<file path="src/rtl/mips_mem_arbiter.sv">
// Shares one single-port memory between the MIPS fetch and data ports: FETCH, optional DATA, then a one-cycle RUN commit pulse.
// Build macro ARB_TIMEOUT_EN bounds consecutive waitrequest cycles (WAIT_LIMIT) and raises a sticky fault.
module mips_mem_arbiter #(
  parameter int WAIT_LIMIT = 16
) (
  input  logic        clk,
  input  logic        reset,
  input  logic        active,
  input  logic [31:0] instr_address,
  output logic [31:0] instr_readdata,
  input  logic [31:0] data_address,
  input  logic        data_write,
  input  logic        data_read,
  input  logic [31:0] data_writedata,
  output logic [31:0] data_readdata,
  output logic        clk_enable,
  output logic [31:0] mem_address,
  output logic        mem_read,
  output logic        mem_write,
  output logic [31:0] mem_writedata,
  input  logic [31:0] mem_readdata,
  input  logic        mem_waitrequest,
  output logic        fault
);

  typedef enum logic [1:0] {FETCH, DATA, RUN, HALT} state_t;

  state_t state, state_nxt;
  logic   busy_abort;
  logic   in_xfer;

  assign in_xfer = (state == FETCH) || (state == DATA);

`ifdef ARB_TIMEOUT_EN
  localparam int CW = $clog2(WAIT_LIMIT + 1);

  logic [CW-1:0] wait_cnt;
  logic          fault_q;

  assign busy_abort = in_xfer && mem_waitrequest && (wait_cnt == CW'(WAIT_LIMIT - 1));
  assign fault      = fault_q;

  always_ff @(posedge clk or negedge reset) begin
    if (!reset) begin
      wait_cnt <= '0;
      fault_q  <= 1'b0;
    end else begin
      if (state_nxt != state)
        wait_cnt <= '0;
      else if (in_xfer && mem_waitrequest)
        wait_cnt <= wait_cnt + 1'b1;
      if (busy_abort)
        fault_q <= 1'b1;
    end
  end
`else
  assign busy_abort = 1'b0;
  assign fault      = 1'b0;
`endif

  always_comb begin
    state_nxt     = state;
    clk_enable    = 1'b0;
    mem_read      = 1'b0;
    mem_write     = 1'b0;
    mem_address   = '0;
    mem_writedata = '0;
    case (state)
      FETCH: begin
        mem_read    = 1'b1;
        mem_address = instr_address;
        if (!mem_waitrequest)
          state_nxt = (data_read || data_write) ? DATA : RUN;
      end
      DATA: begin
        // A simultaneous read and write request is served as a store.
        if (data_write) begin
          mem_write     = 1'b1;
          mem_address   = data_address;
          mem_writedata = data_writedata;
        end else if (data_read) begin
          mem_read    = 1'b1;
          mem_address = data_address;
        end
        if (!mem_waitrequest)
          state_nxt = RUN;
      end
      RUN: begin
        clk_enable = 1'b1;
        state_nxt  = active ? FETCH : HALT;
      end
      default: ;
    endcase
    if (busy_abort)
      state_nxt = HALT;
    // Reset must drop the strobes at once, even though the state resets to FETCH.
    if (!reset) begin
      clk_enable    = 1'b0;
      mem_read      = 1'b0;
      mem_write     = 1'b0;
      mem_address   = '0;
      mem_writedata = '0;
    end
  end

  always_ff @(posedge clk or negedge reset) begin
    if (!reset) begin
      state          <= FETCH;
      instr_readdata <= '0;
      data_readdata  <= '0;
    end else begin
      state <= state_nxt;
      if (state == FETCH && !mem_waitrequest)
        instr_readdata <= mem_readdata;
      if (state == DATA && data_read && !data_write && !mem_waitrequest)
        data_readdata <= mem_readdata;
    end
  end

endmodule

</file>
<file path="config.mk">
export PLATFORM = sky130hd
export DESIGN_NAME = mips_mem_arbiter
export DESIGN_NICKNAME = d
export VERILOG_FILES = /design/src/rtl/mips_mem_arbiter.sv
export SDC_FILE = /design/constraint.sdc
export NUM_CORES = 1
export LEC_CHECK = 0
export CAP_MARGIN = 25
export CORE_AREA = 2 2 103 105
export CTS_CLUSTER_DIAMETER = 80
export DETAILED_ROUTE_END_ITERATION = 16
export DIE_AREA = 0 0 105 107
export PLACE_DENSITY_LB_ADDON = 0.3
export SLEW_MARGIN = 10
export SYNTH_ARGS = -nofsm -noshare
export SYNTH_HDL_FRONTEND = slang
export SYNTH_SLANG_ARGS = --single-unit
</file>
<file path="constraint.sdc">
create_clock -name clk -period 3.8 [get_ports clk]
set_clock_uncertainty 0.2 [all_clocks]
set_input_delay 0.95 -clock clk [delete_from_list [all_inputs] [get_ports clk]]
set_output_delay 0.95 -clock clk [all_outputs]
set_load 0.01 [all_outputs]
</file>
==> impl_metrics.toml, run 1 <==
[power]
intPower_mw = 2.74
p_comb_share_pct = 54.5
p_seq_share_pct = 31.3
clockPowerShare_pct = 14.3
p_switching_mw = 1.28
switching_share_pct = 31.8
max-vdd-ir-drop_mv = 0.361
power-per-cell-area_mw_per_mm2 = 611
leakagePower_nw = 3.58

[timing]
finalSetupViolCount = 0
tightest_slew_ps = 543
finalCritPeriodShare_pct = 98.2
fin_tns_setup_ps = 0
relSlewSlack_pct = 63.8
fmax_mhz = 268
drv_slew = 0
finalHoldViolations = 0
period_minus_slack_ps = 3730
layout_setup_ws_ps = 67.5

[logic_synthesis]
yosysMostFrequentCell = "dfrtp_1"
yosysWarningCount = 0
synth-async-reset-ratio_pct = 100
syn_nets = 408
synthTopCellsByCount = "dfrtp_1, and2_1, nor2b_1"
netlist_area_mm2 = 0.00345
synthTopCellsByArea = "dfrtp_1, mux2_4, mux2_2"
synth.largest_area_cell = "dfrtp_1"
synth-edff-count = 0
synth_top_flop_cell = "dfrtp_1"
synthCells = 271
synth_top_area_share_pct = 47.9
ys_types = 29
syn_area_per_cell_um2 = 12.7
ys_seq_elements = 66
yosysSeqAreaShare_pct = 47.9

[layout]
finish.utilization_pct = 65.1
fillers = 837
final_nets = 672
layout-drive-gt1-share_pct = 17.2
stdcell_count = 677
syn_to_final_growth_pct = 90.5

[clocking]
cts_buffer_depth = 2
clock_sinks = 66
cts_tree = "done"
cts.htree.levels = 3
numCtsBuffers = 9
clkTransAtPathRegs_ps = 70
root_buffer = "clkbuf_8"
cts_setup_buffers = 0
clock_latency_ps = 340
postCtsHoldBufs = 0

[setup_path]
crit_slowest_cell = "clkdlybuf4s50_1"
path_delay_family = "buffers and inverters"
cp-startpoint = "data_read"
worstSetupPathType = "in2out"
crit_required_ps = 2650
r2r-start = "state[1]$_DFFE_PN0P_"
path_common_cell = "clkdlybuf4s50_1"
cp_max_fo = 25
crit_buf_inv = 3
cp-end-kind = "output port"
crit_path_max_incr_delay_ps = 560
arrival_ps = 2580
startpoint_type = "input port"
cp_cell_sequence = "clkdlybuf4s50_1, o21a_1, buf_12, a22oi_1, nor2b_1, clkdlybuf4s50_1"

[global_route]
grt_max_degree = 45
antenna_found_initial = 1
grt_pass1_wl_um = 17600
grt-ovfl-total = 0
track_usage_pct = 20.1
grt_pass1_vias = 3304

[floorplanning]
start_util_pct = 34.2
die_y_um = 107
num_io_pins = 266
dieArea_mm2 = 0.0112
coreArea_mm2 = 0.0101
rows = 37
die_w_um = 105

[placed_design]
port_buffers = 264
place.gp.congestion = 0.820
place_worst_setup_slack_ps = -30.3
place_hpwl_um = 9160
dp_cells = 660

[detailed_routing]
viasPerCell = 4.63
vias = 3137
drt-initial-drc-count = 105
drc = 0
postRouteAntennaNets = 0
wl_per_cell_um = 17.1
drt_pass1_iterations = 4
wirelength_um = 11600

[status]
status = "finished clean"

[run]
maxCapViolCount = 0

[hold_path]
hold_class = "in2async"
## layout make-up
class                   instances  area (µm²)  share of cell area, %
diodes                          1        2.50                 0.0381
clock buffers                  10         128                   1.94
clock inverters                 6        67.6                   1.03
inverters                       2        7.51                  0.114
multi-input cells             181        1650                   25.0
flip-flops and latches         66        1650                   25.1
well taps                     136         170                   2.59
repair buffers                275        2900                   44.1
## cells in the final DEF, fill, tap and decap left out, types with 2 or more instances in the layout
cell type	instances
a21oi_1	2
a22oi_1	32
and2_1	33
buf_12	3
buf_4	9
clkbuf_8	9
clkdlybuf4s50_1	206
clkinv_4	2
clkinvlp_4	2
dfrtp_1	66
dlymetal6s2s_1	56
ha_1	3
inv_1	2
mux2_1	2
mux2_2	32
mux2_4	30
nor2b_1	33
o21a_1	2
## registers in the layout (all words and copies together), names as in the netlist
signal	count
data_readdata	32
instr_readdata	32
state	2
## final timing paths
check / to / slack, ps / cells after the start
setup / recovery: mem_address[11] / 70 / 6
hold / removal: state[0]$_DFFE_PN0P_ / 200 / 1
setup reg to reg: data_readdata[0]$_DFFE_PN0P_ / 1460 / 6
hold reg to reg: instr_readdata[7]$_DFFE_PN0P_ / 290 / 1
max in group asynchronous: instr_readdata[14]$_DFFE_PN0P_ / 2230 / 3
min in group clk: instr_readdata[7]$_DFFE_PN0P_ / 290 / 1
## worst reg2reg max path: stages (launching register included)
cell	delay (ps)
dfrtp_1	410
inv_1	120
ha_1	220
and3b_1	210
nor2b_4	440
buf_12	280
mux2_4	340
## routing by layer
metal | wire length, µm | global-route usage [%]
met4 | 300 | 7.62
met1 | 4440 | 22.3
met3 | 1020 | 7.78
met5 | 0 | 0
met2 | 5850 | 35.0
## repair_timing
item	4_1_cts	5_1_grt
gates resized for setup	1	56
endpoints found under the setup margin	1	56
cloned	0	0
## stage by stage
step                      cell area [µm²]  power (mW)  hold slack, ps
after floorplan                      3450        2.24             329
after global placement               6230        3.43             274
after detailed placement             6230        3.49             281
after CTS                            6430        4.08             184
after global routing                 6570        4.25             176
final                                6570        4.02             200
## power by group through the flow
stage          sequential (mW)  combinational, mW  clock [mW]
3_5_place_dp              1.26               2.23           0
5_1_grt                   1.30               2.33       0.622
3_3_place_gp              1.24               2.19           0
6_report                  1.26               2.19       0.572
2_1_floorplan             1.40              0.839           0
4_1_cts                   1.26               2.24       0.588
## cell families after synthesis
family | count (synthesis) | share of synthesized area (%)
AO/OA/AOI/OAI | 41 | 8.92
adder cells (fa/ha/maj) | 3 | 1.09
buffers and inverters | 24 | 4.50
flip-flops | 66 | 47.9
multiplexers | 64 | 24.2
other | 1 | 0.109
AND/OR/NAND/NOR | 72 | 13.3
No activity file was read; power rests on OpenSTA's default activity.
==> run 2, diff against run 1 <==
Settings changed: CORE_AREA 2 2 103 105 to default, CORE_MARGIN from default to 2, CORE_UTILIZATION from default to 31, DIE_AREA 0 0 105 107 to default.
Clock period 3.8 ns to 3.3 ns, I/O delays scaled along.
==> impl_metrics.toml, run 2 (synthesized netlist as in run 1, its figures left out) <==
[setup_path]
cp-end-kind = "output port"
crit_path_max_incr_delay_ps = 480
cp_max_fo = 16
crit_required_ps = 2270
worstSetupPathType = "in2out"
startpoint_type = "input port"
path_delay_family = "buffers and inverters"
cp_cell_sequence = "clkdlybuf4s50_1, o21a_1, buf_12, a22oi_1, nor2b_1, dlygate4sd2_1"
crit_buf_inv = 3
crit_slowest_cell = "clkdlybuf4s50_1"
arrival_ps = 2180

[timing]
finalHoldViolations = 0
drv_slew = 0
relSlewSlack_pct = 65.9
grt_setup_unrepaired = "no"
tightest_slew_ps = 511
fmax_mhz = 312
finalSetupViolCount = 0
period_minus_slack_ps = 3200
holdWs_ps = 222
finalCritPeriodShare_pct = 97.0

[clocking]
clock_sinks = 66
clock_latency_ps = 330
cts_tree = "done"
clkTransAtPathRegs_ps = 70
cts.htree.levels = 3
numCtsBuffers = 9
cts_buffer_depth = 2
root_buffer = "clkbuf_8"

[layout]
layout-drive-gt1-share_pct = 20.7
multi_input_area_mm2 = 0.00165
syn_to_final_growth_pct = 84.8
n_antenna_cell = 0
layout_common_cells = "clkdlybuf4s50_1, dfrtp_1, dlygate4sd2_1"
fillers = 920
stdcell_count = 682
final_common_cell = "clkdlybuf4s50_1"
final-seq-area_mm2 = 0.00165
top_regs = "data_readdata x32, instr_readdata x32, state x2"
final_nets = 674

[floorplanning]
rows = 38
coreArea_mm2 = 0.0108
die_w_um = 109
dieArea_mm2 = 0.0120
die_y_um = 109
start_util_pct = 31.8
num_io_pins = 266

[placed_design]
place.gp.congestion = 0.849
place_hpwl_um = 8960
port_buffers = 264
dp_cells = 665

[status]
status = "finished clean"

[detailed_routing]
postRouteAntennaNets = 0
drt-initial-drc-count = 122
wl_per_cell_um = 16.7
drc = 0
wirelength_um = 11400
drt_pass1_iterations = 4
viasPerCell = 4.59
vias = 3130

[global_route]
grt_pass1_wl_um = 16500
track_usage_pct = 18.2
grt_pass1_vias = 3113
antenna_found_initial = 0
grt_max_degree = 40
grt-ovfl-total = 0

[power]
power-per-cell-area_mw_per_mm2 = 742
max-vdd-ir-drop_mv = 0.381
leakagePower_nw = 2.88

[run]
maxCapViolCount = 0

[hold_path]
hold_class = "in2async"
## run 2: layout make-up
cell class	count	area share (%)
Tap cell	140	2.75
Clock buffer	10	2.00
Inverter	2	0.118
Timing Repair Buffer	277	41.5
Sequential cell	66	25.9
Clock inverter	6	1.81
Multi-Input combinational cell	181	25.9
## run 2: repair_timing
item                       4_1_cts  5_1_grt
hold buffers                     0        0
gates cloned                     1        0
pin swaps                        0        1
setup endpoints to repair       65       16
buffers inserted                 1        0
resized for setup              113        3
## run 2: path summary, 6_finish.rpt
check	endpoint	slack, ps	from	cells after the start
worst max-delay path	mem_address[21]	100	data_read	6
worst min-delay path	state[1]$_DFFE_PN0P_	220	reset	2
worst max register to register	data_readdata[27]$_DFFE_PN0P_	1210	state[1]$_DFFE_PN0P_	6
worst min register to register	instr_readdata[7]$_DFFE_PN0P_	300	instr_readdata[7]$_DFFE_PN0P_	1
max in group asynchronous	data_readdata[25]$_DFFE_PN0P_	1850	reset	3
min in group clk	instr_readdata[7]$_DFFE_PN0P_	300	instr_readdata[7]$_DFFE_PN0P_	1
## run 2: metal layers
| metal | share of wire, % | global-route usage [%] | wire length, µm | up-vias |
|---|---|---|---|---|
| met3 | 9.0 | 7.11 | 1030 | 16 |
| li1 | - | - | - | 1479 |
| met4 | 1.8 | 5.52 | 206 | 0 |
| met2 | 53 | 32.8 | 6030 | 141 |
| met1 | 36 | 19.4 | 4150 | 1494 |
| met5 | 0 | 0 | 0 | - |
## run 2: per-stage QoR
step	setup slack (ps)	util [%]	area, µm²	total power [mW]	TNS (ps)
6_report	98.9	58.8	6370	4.73	0
5_1_grt	14.1	58.8	6370	5.02	0
4_1_cts	-72.2	59.1	6410	4.82	-72.2
3_5_place_dp	-245	57.7	6260	4.02	-9420
3_3_place_gp	-233	57.7	6260	3.96	-8570
2_1_floorplan	701	-	3450	2.58	0
## run 2: where the power goes
group	total, mW	switching [mW]	internal, mW
sequential	1.43	0.218	1.22
clock	0.819	0.314	0.505
combinational	2.48	0.936	1.54
## run 2: worst register-to-register path, delay by kind of cell, from the launching register on
| family | cells | cell delay (ps) |
|---|---|---|
| flip-flops | 1 | 410 |
| buffers and inverters | 2 | 390 |
| AND/OR/NAND/NOR | 2 | 380 |
| multiplexers | 1 | 370 |
| adder cells (fa/ha/maj) | 1 | 230 |
